$ cat src/rtl/gen_counter_bank.sv
// Bank of independent counters, one generate instance per channel, with per-channel
// enable, synchronous load, registered terminal-event pulses and a registered readout port.
module gen_counter_bank #(
    parameter int unsigned          WIDTH    = 8,
    parameter int unsigned          CHANNELS = 2,
    parameter logic [CHANNELS-1:0]  DIR_MASK = 2'b10,
    parameter logic [CHANNELS-1:0]  SAT_MASK = '0,
    parameter int unsigned          STEP     = 1,
    parameter int unsigned          INIT     = 0,
    parameter int unsigned          CH_BITS  = (CHANNELS > 1) ? $clog2(CHANNELS) : 1
) (
    input  logic                         clk,
    input  logic                         rst,
    input  logic [CHANNELS-1:0]          en,
    input  logic                         load,
    input  logic [CH_BITS-1:0]           load_ch,
    input  logic [WIDTH-1:0]             load_val,
    output logic [CHANNELS*WIDTH-1:0]    count,
    output logic [CHANNELS-1:0]          term,
    input  logic                         rd_req,
    input  logic [CH_BITS-1:0]           rd_ch,
    output logic                         rd_valid,
    output logic [WIDTH-1:0]             rd_data,
    output logic                         rd_err
);

    localparam logic [WIDTH-1:0] STEP_W   = WIDTH'(STEP);
    localparam logic [WIDTH-1:0] INIT_W   = WIDTH'(INIT);
    localparam logic [CH_BITS:0] CH_LIMIT = (CH_BITS+1)'(CHANNELS);

    logic [WIDTH-1:0] cnt_q  [CHANNELS];
    logic             term_q [CHANNELS];

    for (genvar i = 0; i < CHANNELS; i++) begin : g_ch
        // Extra top bit of raw carries the overflow (up) or borrow (down) flag.
        localparam logic [WIDTH-1:0] LIMIT = DIR_MASK[i] ? '0 : '1;

        logic [WIDTH:0]   raw;
        logic             evt;
        logic [WIDTH-1:0] stepped;
        logic             hit;

        if (DIR_MASK[i]) begin : g_down
            assign raw = {1'b0, cnt_q[i]} - {1'b0, STEP_W};
        end else begin : g_up
            assign raw = {1'b0, cnt_q[i]} + {1'b0, STEP_W};
        end

        assign evt     = raw[WIDTH];
        assign stepped = (SAT_MASK[i] && evt) ? LIMIT : raw[WIDTH-1:0];
        assign hit     = load && (load_ch == CH_BITS'(i));

        always_ff @(posedge clk) begin
            if (rst) begin
                cnt_q[i]  <= INIT_W;
                term_q[i] <= 1'b0;
            end else if (hit) begin
                cnt_q[i]  <= load_val;
                term_q[i] <= 1'b0;
            end else if (en[i]) begin
                cnt_q[i]  <= stepped;
                term_q[i] <= evt;
            end else begin
                term_q[i] <= 1'b0;
            end
        end
    end

    always_comb begin
        count = '0;
        term  = '0;
        for (int unsigned i = 0; i < CHANNELS; i++) begin
            count[i*WIDTH +: WIDTH] = cnt_q[i];
            term[i]                 = term_q[i];
        end
    end

    logic [WIDTH-1:0] rd_sel;
    logic             rd_in_range;

    assign rd_in_range = {1'b0, rd_ch} < CH_LIMIT;

    always_comb begin
        rd_sel = '0;
        for (int unsigned i = 0; i < CHANNELS; i++) begin
            if (rd_ch == CH_BITS'(i)) rd_sel = cnt_q[i];
        end
    end

    // Readout samples the pre-update counter values, so it sees the same edge's old state.
    always_ff @(posedge clk) begin
        if (rst) begin
            rd_valid <= 1'b0;
            rd_err   <= 1'b0;
            rd_data  <= '0;
        end else if (rd_req) begin
            rd_valid <= 1'b1;
            rd_err   <= ~rd_in_range;
            rd_data  <= rd_in_range ? rd_sel : '0;
        end else begin
            rd_valid <= 1'b0;
            rd_err   <= 1'b0;
        end
    end

endmodule

$ cat config.mk
export PLATFORM = sky130hd
export DESIGN_NAME = gen_counter_bank
export DESIGN_NICKNAME = d
export VERILOG_FILES = /design/src/rtl/gen_counter_bank.sv
export SDC_FILE = /design/constraint.sdc
export NUM_CORES = 1
export LEC_CHECK = 0
export CORE_MARGIN = 2
export CORE_UTILIZATION = 45
export DETAILED_ROUTE_END_ITERATION = 6
export PLACE_DENSITY = 0.78
export SLEW_MARGIN = 40
export SYNTH_ARGS = -nofsm -noshare
export SYNTH_HDL_FRONTEND = slang
export SYNTH_SLANG_ARGS = --single-unit
$ cat constraint.sdc
create_clock -name clk -period 3.32 [get_ports clk]
set_input_delay 0.332 -clock clk [delete_from_list [all_inputs] [get_ports clk]]
set_output_delay 0.332 -clock clk [all_outputs]
set_load 0.02 [all_outputs]
---- Yosys cells after proc, flatten, opt, wreduce, memory -nomap -nowiden ----
Memory sizes are Yosys's and may differ from the RTL's.
Cells that the tools add are included.
word-level totals
  register bits ........................... 9
  latch bits .............................. 0
  bits in writable memories ............... 18
  ROM bits ................................ 0
  input bits .............................. 16
  memories kept ........................... 2
operators by class
  add/subtract/negate cells ............... 2
  $mul .................................... 0
  divide/modulo/power cells ............... 0
  $lt $le $gt $ge ......................... 0
  eq/ne operators ......................... 0
  shift operators ......................... 0
  multiplexer cells ....................... 36
  bitwise gates (word level) .............. 11
  reduce and logical (&&, ||, !) cells .... 2
memories
  name    words  bits a word  rd ports  clocked after Yosys merged registers in  wr ports  RTL line  RTL
  cnt_q   2      8            2         0                                        2         31        logic [WIDTH-1:0] cnt_q [CHANNELS];
  term_q  2      1            2         0                                        2         32        logic term_q [CHANNELS];
operator list
  cell                   number
  $mux W8                5
  $mux W1                31
  $or A1 B1 Y1           10
  $add A8 B1 Y9 const B  1
  $sub A8 B1 Y9 const B  1
  $logic_and A1 B1 Y1    2
  $not A1 Y1             1

---- Depth between registers and ports, before layout ----
  word-level depth ........................ 8
  depth in mapped cells ................... 6
  gate-level depth less buffers ........... 6

---- Worst setup path after synthesis ----
No wires, ideal clock.
  path kind ............................... reg2reg
  from .................................... memory cnt_q[1][0]
  to ...................................... memory cnt_q[1][6], data pin
  arrival ................................. 1.569 ns
  data required time ...................... 3.063 ns
  setup slack ............................. 1.493 ns
  cell stages (with the launch flop) ...... 7
  cell sequence ........................... edfxtp_1 > inv_1 > ha_1 > or4b_4 > nor2_4 > xnor2_1 > o21ai_2
RTL lines
  item         RTL line
  from (decl)  31

==> run_summary.xml <==
<?xml version="1.0" encoding="UTF-8"?>
<metrics>
  <group name="power">
    <metric name="vdd.ir_drop.worst" unit="V">0.000235</metric>
    <metric name="power_density" unit="mW/mm^2">416</metric>
    <metric name="power_leakage" unit="uW">0.000699</metric>
  </group>
  <group name="clocking">
    <metric name="clock_path_buffers" unit="">2</metric>
    <metric name="cts_tree" unit="">built</metric>
    <metric name="cts.hold.buffers_added" unit="">0</metric>
    <metric name="clock_latency_on_the_worst_skew_pair" unit="ns">0.33</metric>
    <metric name="cts-buffers-inserted" unit="">3</metric>
    <metric name="tritoncts_num_sinks" unit="">27</metric>
    <metric name="clk_pin_slew_worst_paths" unit="ns">0.15</metric>
    <metric name="clock_root_buffer" unit="">clkbuf_4</metric>
    <metric name="cts_max_level" unit="">1</metric>
    <metric name="post-cts-setup-buffer-count" unit="">0</metric>
    <metric name="ctsResizeCount" unit="">0</metric>
  </group>
  <group name="routing">
    <metric name="drt-vias-per-instance" unit="">5.33</metric>
    <metric name="post-route-drc-count" unit="">0</metric>
    <metric name="postRouteAntennaNets" unit="">0</metric>
    <metric name="via_count" unit="">1184</metric>
    <metric name="post_drt_wl_per_cell" unit="um">15.4</metric>
    <metric name="drt_first_pass_iters" unit="">4</metric>
    <metric name="detail_route.iter0.violations" unit="">59</metric>
    <metric name="wirelength" unit="um">3430</metric>
  </group>
  <group name="layout">
    <metric name="layout.nets" unit="">197</metric>
    <metric name="p_r_area_growth_vs_syn" unit="%">32.6</metric>
    <metric name="insertedDiodeCount" unit="">0</metric>
    <metric name="stdcell_count" unit="">222</metric>
    <metric name="fillers" unit="">269</metric>
    <metric name="post_route_cells_drive_above_1_share" unit="%">4.49</metric>
  </group>
  <group name="die">
    <metric name="coreArea" unit="mm^2">0.00303</metric>
    <metric name="die-height" unit="um">60.2</metric>
    <metric name="die_area" unit="mm^2">0.00363</metric>
    <metric name="number_of_primary_i_o_pins" unit="">44</metric>
    <metric name="fp.dieW" unit="um">60.2</metric>
    <metric name="rows" unit="">20</metric>
    <metric name="initial_utilization" unit="%">47.0</metric>
  </group>
  <group name="timing">
    <metric name="totalNegativeSetupSlack" unit="ns">0</metric>
    <metric name="pin_slew_with_the_least_headroom_to_its_limit" unit="ns">0.572</metric>
    <metric name="fin_crit_sh" unit="%">56.2</metric>
    <metric name="rsz0062_at_grt" unit="">false</metric>
    <metric name="final.min_clock_period" unit="ns">1.87</metric>
    <metric name="timing_max_transition_violations_final" unit="">0</metric>
    <metric name="skew" unit="ns">0.00389</metric>
    <metric name="setup_viol" unit="">0</metric>
    <metric name="hold_viol" unit="">0</metric>
    <metric name="final.setup.worst_slack" unit="ns">1.45</metric>
    <metric name="max_slew_margin" unit="%">61.7</metric>
    <metric name="fmax" unit="GHz">0.536</metric>
  </group>
  <group name="setup_path">
    <metric name="startpoint_kind_of_the_worst_setup_timing_path" unit="">flip-flop</metric>
    <metric name="arrival" unit="ns">1.97</metric>
    <metric name="timing.critical_path.to_type" unit="">flip-flop</metric>
    <metric name="critPathRequiredTime" unit="ns">3.42</metric>
    <metric name="timing.critical_path.fanout_max" unit="">5</metric>
    <metric name="r2r-start" unit="">cnt_q[1][0]</metric>
    <metric name="setup.worst_path.start" unit="">cnt_q[1][0]</metric>
    <metric name="critical_path_class" unit="">reg -&gt; reg</metric>
  </group>
  <group name="synth">
    <metric name="synth_area_leaders" unit="">edfxtp_1 (38%), dfxtp_1 (13%), mux2i_1 (6.3%)</metric>
    <metric name="synth_fa_ha_area_share" unit="%">1.76</metric>
    <metric name="synth.lib_cells_used.distinct" unit="">34</metric>
    <metric name="postSynthAreaPerCell" unit="um^2">10.2</metric>
    <metric name="synth_xor_area_share" unit="%">6.77</metric>
    <metric name="synth_top_family_by_area" unit="">simple AND/OR/NAND/NOR gates</metric>
    <metric name="synth_compound_area_share" unit="%">12.1</metric>
    <metric name="sequential_cell_area_fraction_in_the_yosys_report" unit="%">50.7</metric>
    <metric name="netlist_area" unit="mm^2">0.00142</metric>
    <metric name="synth_top_area_cell" unit="">edfxtp_1</metric>
    <metric name="synthesis.yosys.warnings" unit="">0</metric>
    <metric name="synth.area.mux_share" unit="%">6.33</metric>
    <metric name="synth.ff_latch_count" unit="">27</metric>
    <metric name="synthCells" unit="">139</metric>
    <metric name="synth_top_area_share" unit="%">38.0</metric>
    <metric name="post_synth_and_or_nand_nor_area_fraction" unit="%">18.0</metric>
  </group>
  <group name="hold_path">
    <metric name="hold_path_startpoint" unit="">rd_data[0]</metric>
    <metric name="min-delay-path-class" unit="">reg -&gt; reg</metric>
  </group>
  <group name="status">
    <metric name="outcome" unit="">completed</metric>
  </group>
  <group name="grt">
    <metric name="grt.overflow.total" unit="">0</metric>
    <metric name="pin_count_of_the_biggest_net_entering_global_routing" unit="">18</metric>
    <metric name="number_of_global_route_vias_before_repair" unit="">1212</metric>
    <metric name="grt_first_pass_wirelength" unit="um">5660</metric>
    <metric name="groute.usage.overall" unit="%">21.1</metric>
    <metric name="number_of_antenna_violations_at_the_first_check_in_global_routing" unit="">0</metric>
  </group>
  <group name="placement">
    <metric name="dp_hpwl" unit="um">2660</metric>
    <metric name="io_buffer_count" unit="">42</metric>
    <metric name="placement.setup.worst_slack" unit="ns">1.28</metric>
    <metric name="place_inst" unit="">218</metric>
    <metric name="routabilityCongestion" unit="">0.875</metric>
  </group>
  <group name="job">
    <metric name="max_cap_viol_count" unit="">0</metric>
  </group>
</metrics>
-- routing by layer --
metal,global-route usage (%),wire length [um],part of all wire [%],vias to the layer above
met1,26.0,1410,41,546
met2,36.5,1720,50,56
met3,3.90,258,7.5,6
li1,-,-,-,576
met4,7.62,34,0.99,0
met5,0,0,0,-
-- cells in the final DEF (no fill, tap or decap) --
cell / count
nor2_4: 1
a21oi_1: 3
clkinv_2: 1
o31ai_1: 1
clkdlybuf4s50_1: 42
edfxtp_1: 18
a311oi_1: 1
or4b_4: 1
dfxtp_1: 9
nor2_1: 12
xor2_1: 7
a21o_1: 1
and3_1: 1
nand2_1: 17
and3b_1: 1
nand3_1: 6
mux2i_1: 9
ha_1: 2
conb_1: 3
and4_1: 1
a32o_1: 1
o21ai_0: 11
nor3_1: 2
nand4_1: 2
nor4b_1: 1
inv_1: 3
or3_1: 1
o21ai_2: 1
xnor2_1: 4
nand2b_1: 1
nor3b_2: 1
a211oi_1: 8
nor2b_1: 2
clkbuf_4: 3
-- flip-flops by register name, indices dropped and copies added (netlist names) --
signal	flops
term_q	2
cnt_q	16
rd_valid	1
rd_data	8
-- cell families after synthesis --
logic type | Yosys count
multiplexers | 9
buffers and inverters | 11
XOR/XNOR | 11
AND/OR/NAND/NOR | 50
adder cells (fa/ha/maj) | 2
AO/OA/AOI/OAI | 27
flip-flops | 27
other | 2
-- cell usage after synthesis (all sizes together) --
| library cell | count |
|---|---|
| o31ai | 1 |
| and3 | 1 |
| a21o | 1 |
| a311oi | 1 |
| o21ai | 12 |
| nand2b | 1 |
| and3b | 1 |
| edfxtp | 18 |
| nor2b | 2 |
| nor3b | 1 |
| a32o | 1 |
| nand2 | 17 |
| dfxtp | 9 |
| nor2 | 13 |
| mux2i | 9 |
| or4b | 1 |
| conb | 2 |
| nor4b | 1 |
| a21oi | 3 |
| a211oi | 8 |
| xnor2 | 4 |
| ha | 2 |
| buf | 4 |
| nand4 | 2 |
| clkbuf | 4 |
| nor3 | 2 |
| xor2 | 7 |
| or3 | 1 |
| nand3 | 6 |
| and4 | 1 |
| inv | 3 |
-- through the flow --
stage | utilization, % | total power, uW | instance area [um^2] | hold slack, ns
detailed placement | 61.4 | 646 | 1860 | 0.486
CTS | 62.3 | 784 | 1890 | 0.504
floorplan | - | 545 | 1430 | 0.404
global route | 62.3 | 820 | 1890 | 0.523
global placement | 61.4 | 642 | 1860 | 0.482
finish | 62.3 | 784 | 1890 | 0.503
-- final timing paths --
check                      to  cells after the start  slack, ns
setup / recovery  cnt_q[1][6]                      6       1.45
hold / removal     rd_data[0]                      2       0.50
setup reg to reg  cnt_q[1][6]                      6       1.45
hold reg to reg    rd_data[0]                      2       0.50
-- area by class of cell --
type                       count  area [um^2]  area share [%]
sequential                    27          721            38.2
multi-input combinational    102          652            34.5
timing repair buffer          42          420            22.3
tap                           44         55.1            2.92
clock buffer                   3         22.5            1.19
inverter                       3         11.3           0.597
clock inverter                 1         5.00           0.265
-- power by group --
group / total [uW] / internal [uW] / switching (uW)
Sequential: 430 / 392 / 38.4
Clock: 144 / 45.3 / 99.1
Combinational: 210 / 104 / 106
-- critical path, stage by stage (launching register included) --
cell and delay (ns):
edfxtp_1 0.50, inv_1 0.11, ha_1 0.21, or4b_4 0.51
nor2_4 0.10, xnor2_1 0.14, o21ai_2 0.06
Power figures use the tool's default switching activity.
